### config.mk
export PLATFORM = sky130hd
export DESIGN_NAME = acc_filter_scan
export DESIGN_NICKNAME = d
export VERILOG_FILES = /design/src/rtl/acc_filter_scan.sv
export SDC_FILE = /design/constraint.sdc
export NUM_CORES = 1
export LEC_CHECK = 0
export ABC_AREA = 0
export CELL_PAD_IN_SITES_DETAIL_PLACEMENT = 0
export CELL_PAD_IN_SITES_GLOBAL_PLACEMENT = 1
export CORE_MARGIN = 2
export CORE_UTILIZATION = 35
export CTS_BUF_LIST = sky130_fd_sc_hd__clkbuf_4
export CTS_CLUSTER_SIZE = 20
export DETAILED_ROUTE_END_ITERATION = 12
export DONT_BUFFER_PORTS = 1
export GPL_ROUTABILITY_DRIVEN = 0
export PLACE_DENSITY_LB_ADDON = 0.1
export SYNTH_ARGS = -nofsm -noshare
export SYNTH_HDL_FRONTEND = slang
export SYNTH_SLANG_ARGS = --single-unit
export TNS_END_PERCENT = 100
### constraint.sdc
create_clock -name clock -period 2 [get_ports clock]
set_input_delay 0.4 -clock clock [delete_from_list [all_inputs] [get_ports clock]]
set_output_delay 0.4 -clock clock [all_outputs]
set_load 0.02 [all_outputs]
### src/rtl/acc_filter_scan.sv
// Sequential acceptance-filter scan: walks NOBJ message objects through one masked
// compare and reports the lowest matching index. Optional macro ACCF_IDE_MATCH_EN
// additionally requires the object's IDE flag to equal the received frame's.
module acc_filter_scan #(
  parameter int NOBJ = 8,
  parameter int IDXW = 3
) (
  input  logic            clock,
  input  logic            reset,
  input  logic            start,
  input  logic [28:0]     rx_id,
  input  logic            rx_ext,
  output logic [IDXW-1:0] obj_sel,
  input  logic [28:0]     obj_id,
  input  logic [28:0]     obj_mask,
  input  logic            obj_ext,
  input  logic            obj_valid,
  output logic            busy,
  output logic            done,
  output logic            hit,
  output logic [IDXW-1:0] hit_idx
);

  typedef enum logic [1:0] {
    S_IDLE,
    S_SCAN,
    S_DONE
  } state_t;

  localparam logic [IDXW-1:0] LAST_IDX = IDXW'(NOBJ - 1);

  state_t            state_q, state_d;
  logic [IDXW-1:0]   idx_q, idx_d;
  logic              hit_q, hit_d;
  logic [IDXW-1:0]   hit_idx_q, hit_idx_d;
  logic [28:0]       id_q, id_d;
  logic              ext_q, ext_d;
  logic              ide_ok;
  logic              obj_match;

  // Standard objects only compare the 11-bit base ID held in [28:18].
  function automatic logic id_match(input logic [28:0] oid, input logic [28:0] omask,
                                    input logic oext, input logic [28:0] rid);
    logic [28:0] diff;
    diff = (oid ^ rid) & omask;
    if (oext) return (diff == 29'd0);
    else      return (diff[28:18] == 11'd0);
  endfunction

`ifdef ACCF_IDE_MATCH_EN
  assign ide_ok = (obj_ext == ext_q);
`else
  // Frame type does not gate matching; the latched flag is kept but has no effect.
  assign ide_ok = 1'b1 | ext_q;
`endif

  assign obj_match = obj_valid & ide_ok & id_match(obj_id, obj_mask, obj_ext, id_q);

  always_comb begin
    state_d   = state_q;
    idx_d     = idx_q;
    hit_d     = hit_q;
    hit_idx_d = hit_idx_q;
    id_d      = id_q;
    ext_d     = ext_q;
    if (start) begin
      // A new frame always restarts the scan, aborting any scan in flight.
      id_d    = rx_id;
      ext_d   = rx_ext;
      idx_d   = '0;
      state_d = S_SCAN;
    end else begin
      case (state_q)
        S_IDLE: state_d = S_IDLE;
        S_SCAN: begin
          if (obj_match) begin
            hit_d     = 1'b1;
            hit_idx_d = idx_q;
            state_d   = S_DONE;
          end else if (idx_q == LAST_IDX) begin
            hit_d     = 1'b0;
            hit_idx_d = '0;
            state_d   = S_DONE;
          end else begin
            idx_d = idx_q + IDXW'(1);
          end
        end
        S_DONE:  state_d = S_IDLE;
        default: state_d = S_IDLE;
      endcase
    end
  end

  always_ff @(posedge clock) begin
    if (reset) begin
      state_q   <= S_IDLE;
      idx_q     <= '0;
      hit_q     <= 1'b0;
      hit_idx_q <= '0;
    end else begin
      state_q   <= state_d;
      idx_q     <= idx_d;
      hit_q     <= hit_d;
      hit_idx_q <= hit_idx_d;
    end
  end

  always_ff @(posedge clock) begin
    id_q  <= id_d;
    ext_q <= ext_d;
  end

  assign obj_sel = idx_q;
  assign busy    = (state_q == S_SCAN);
  assign done    = (state_q == S_DONE);
  assign hit     = hit_q;
  assign hit_idx = hit_idx_q;

endmodule
# Yosys cells after proc, flatten, opt, wreduce, memory -nomap -nowiden
# Cells that the tools add are included.
[op_classes] addsub=1 eq_ne=4 n_mux=9 n_bitwise=7 reduce_logical=7
[op_table] op="AND 29 bit" count=1
[op_table] op="zero test 29 bit" count=1
[op_table] op="bitwise XOR 29 bit" count=1
[op_table] op="zero test 11 bit" count=1
[op_table] op="2-to-1 mux 3 bit" count=2
[op_table] op="AND reduction 3 bit" count=2
[op_table] op="2-to-1 mux 1 bit" count=5
[op_table] op="2-to-1 mux 2 bit" count=2
[op_table] op="!= test 4 x 2 -> 1 bit, second input constant" count=1
[op_table] op="inverter 1 bit" count=4
[op_table] op="adder 3 x 1 -> 3 bit, second input constant" count=1
[op_table] op="== test 3 bit, second input constant" count=1
[op_table] op="OR reduction 3 bit" count=1
[op_table] op="== test 2 x 1 -> 1 bit, second input constant" count=1
[op_table] op="== test 2 bit, second input constant" count=1
[op_table] op="nonzero test 2 bit" count=1
[op_table] op="OR reduction 2 bit" count=1
[op_table] op="AND 1 bit" count=1
[word_totals] regBits=38 inputBits=93 out_inout_bits=9 wordCells=34

# Depth between registers and ports, before layout
[logic_depth] word_depth=8 ltp_mapped=7 mapped_depth_nobuf=6

# Least setup slack after synthesis
# OpenSTA, ideal clock, no wires.
[synth_timing] path_type="reg-to-reg" start="register idx_q[0], in the netlist obj_sel[0]" end="register idx_q[0], in the netlist obj_sel[0]" setup_time_ps=119 arrival_time_ps=1551 required_time_ps=1881 path_slack_ps=330 stages_incl_launch_ff=6 n_path_buf=1 synth_period_minus_slack_ps=1670 cell_sequence="dfxtp_1 -> ha_1 -> ha_1 -> or4_1 -> buf_2 -> mux2i_1"
[synth_via] elab_chain_cells=3 elab_cells_between_ends=4 classes_between="1 x add/sub; 1 x eq/ne; 1 x bitwise; 1 x reduce/logical"
[synth_rtl] element="start: declaration" line="33" text="logic [IDXW-1:0] idx_q, idx_d;"
[synth_rtl] element="start signal: assignment" line="102" text="idx_q <= idx_d;"
[synth_rtl] element="== test 3 bit" line="80" text="end else if (idx_q == LAST_IDX) begin"
[synth_rtl] element="inverter 1 bit (no line)"
[synth_rtl] element="AND reduction 3 bit (no line)"
# Parallel ways exist; a longest one is shown, timed or not.
# A chain may end at the register's enable or synchronous reset.

# Worst setup path after layout
[layout_timing] start="register id_q[28]" end="register idx_q[1], in the netlist obj_sel[1]"
[layout_via] elab_chain_cells=7 elab_cells_between_ends=8 classes_between="1 x mux; 4 x bitwise; 3 x reduce/logical"
[layout_rtl] element="start: declaration" line="36" text="logic [28:0] id_q, id_d;"
[layout_rtl] element="start signal: assignment" line="109" text="id_q <= id_d;"
[layout_rtl] element="bitwise XOR 29 bit (*)" line="45" text="diff = (oid ^ rid) & omask;"
[layout_rtl] element="AND 29 bit (*)" line="45"
[layout_rtl] element="zero test 29 bit or zero test 11 bit (tied branches)" line="46, 47"
[layout_rtl] element="2-to-1 mux 1 bit (*)" line="46" text="if (oext) return (diff == 29'd0);"
[layout_rtl] element="AND 1 bit (*)" line="57" text="assign obj_match = obj_valid & ide_ok & id_match(obj_id, obj_mask, obj_ext, id_q);"
[layout_rtl] element="inverter 1 bit (no line) (*)"
[layout_rtl] element="AND reduction 3 bit (no line) (*)"
# Mark *: on every way between the ends. The rest lies on a longest branch, timed or not.

==> metrics <==
Final Hold Viols 0; DRT Pass-1 Iters 4; # IOs 102; vias in the first global route 1,046; Final TNS setup 0 ns; fin crit period 1.84 ns; WS Path Type register to register; met1 Use GR 0.134; Die H 73.7 µm; first-pass GRT wire length 4.90 mm; IO Port Bufs 0; routed wire length 3.27 mm; Reg2Reg Depth 6; commonest non-fill, non-tap cells in the layout xor2_1 (29), edfxtp_1 (29), a22oi_1 (14); Routed Antenna Nets 0; Post-Syn Area 0.00170 mm²; hpwl dp 2.60 mm; IR drop worst, VDD 0.346 mV; hold path start reset; Post-Synthesis Cells 127; Max FO, Critical Path 4; Most Crowded Layer GR met2; row cnt 25; Mapped Nets 222; R2R Setup Slk 0.16 ns; number of synthesized flops with an enable pin 29; DIE AREA 0.00543 mm²; Yosys cell types 28; CP required 2.27 ns; Pins Over Slew Limit 0; overall die width 73.7 µm; share of cells above drive strength 1 0.0746; Hold Crit Class input port to register; Post-synth ARST share 0; global-route met3 utilization 0.0535; outcome finished, final reports clean; pin count of the biggest net entering global routing 34; clk_skew 0.00860 ns; Core Area 0.00469 mm²; CTS sink cnt 38; WHS Path Cells 1; total grt overflow 0; sequential area share after synthesis 0.618; worst path cell trace xor2_1, a22oi_1, nand4_2, nor4_2, or4_1, mux2i_1; Crit path largest cell delay 0.39 ns; ant diodes 0; #FFs+latches synth 38; CP delay by family, top simple AND/OR/NAND/NOR gates; FF-to-FF End obj_sel[1]; TritonCTS clock tree built; crit path DAT 2.11 ns; Crit-path slowest cell edfxtp_1; worst-skew pair later-pin latency 0.34 ns; Synth Flop Type edfxtp_1; initial antenna violation count 0; Static Leak 0.000688 µW; buffer and inverter count on the worst path 0; Syn Area/Cell 13.4 µm²; reg2reg start id_q[28]; Worst Tran Pin Value 0.508 ns; Max clock buf depth 2; Startpoint Class register; drt initial violations 48; Max-Cap Viols 0; H-tree depth 2; grt met2 use 0.208; relative slew slack 0.658; Fillers 465; RSZ-0062 raised after global routing yes; Design Power 1550 µW; cts bufs inserted 5; fmax 0.543 GHz; Final Util 0.395; DR WL/cell 17.4 µm; root buf cell clkbuf_4; # DRC 0; Final Setup Violations 0; Initial Util 0.362; Final Cycle Share 0.921; Area Growth Syn to Fin 8.90%; Via Count 1,007; Worst Hold End state_q[1]; Crit. End Element register; clk slew on worst S/H paths 0.11 ns; Vias per Instance 5.36; PD cells 836 mW/mm²; gr usage total 0.125; Warnings, synthesis 0; Final #Nets 229
worst max-delay path by stage:
stage	start	end	slack, ns	depth (start not counted)
finish	id_q[28]	obj_sel[1]	0.16	6
floorplan	obj_sel[0]	obj_sel[0]	0.33	5
global placement	obj_id[28]	obj_sel[1]	0.15	6
CTS	id_q[27]	obj_sel[1]	0.05	6
detailed placement	obj_id[25]	obj_sel[1]	0.09	6
global route	id_q[25]	obj_sel[2]	-0.08	6
through the flow:
stage	std cells	instance area, µm²	hold WS (ns)	setup slack [ns]
final	188	1850	0.116	0.158
after global routing	188	1850	0.0883	-0.0764
after CTS	188	1850	0.101	0.0542
after detailed placement	181	1770	0.475	0.0852
after global placement	181	1770	0.475	0.149
after floorplan	127	1700	0.499	0.330
Yosys cell counts (all sizes together) (2+ instances only):
| library cell | instances | share of area |
|---|---|---|
| a22oi | 14 | 0.062 |
| dfxtp | 9 | 0.11 |
| edfxtp | 29 | 0.51 |
| ha | 2 | 0.015 |
| inv | 5 | 0.011 |
| mux2i | 3 | 0.018 |
| nand2 | 7 | 0.015 |
| nand2b | 5 | 0.018 |
| nand4 | 3 | 0.015 |
| nor2 | 2 | 0.0044 |
| nor2b | 2 | 0.0074 |
| o32ai | 3 | 0.015 |
| xor2 | 29 | 0.15 |
layer usage:
layer	wire length (µm)	part of all wire
met5	0	0
met4	69	0.021
met3	356	0.11
met2	1600	0.49
met1	1250	0.38
repair_timing:
action                     in CTS  in global routing
buffers inserted                0                  0
gates resized for setup         0                  1
setup endpoints to repair       0                  8
hold buffers                    0                  0
flip-flops by register name, indices dropped and copies added, names as in the netlist:
register	flops
id_q	29
hit	1
obj_sel	3
hit_idx	3
state_q	2
report_power, final:
part | leakage (µW) | internal (µW) | total (µW) | switching, µW
Combinational | 0.000293 | 62.7 | 122 | 59.0
Sequential | 0.000357 | 905 | 926 | 21.4
Clock | 0.0000387 | 253 | 500 | 247
Total | 0.000688 | 1220 | 1550 | 328
final cells by class:
class                           count  area [µm²]  area share
Clock buffer                        5        37.5      0.0203
Clock inverter                      2        33.8      0.0182
Inverter                            5        18.8      0.0101
Multi-Input combinational cell     82         628       0.339
Sequential cell                    38        1050       0.568
Tap cell                           54        67.6      0.0365
Timing Repair Buffer                2        15.0     0.00811
logic make-up after synthesis:
kind of cell / share of synthesized area
compound gates: 0.106
simple gates: 0.0780
flops: 0.618
mux: 0.0177
xor+xnor: 0.149
fa+ha+maj: 0.0147
buf+inv: 0.0162
(Power assumes the default switching activity.)
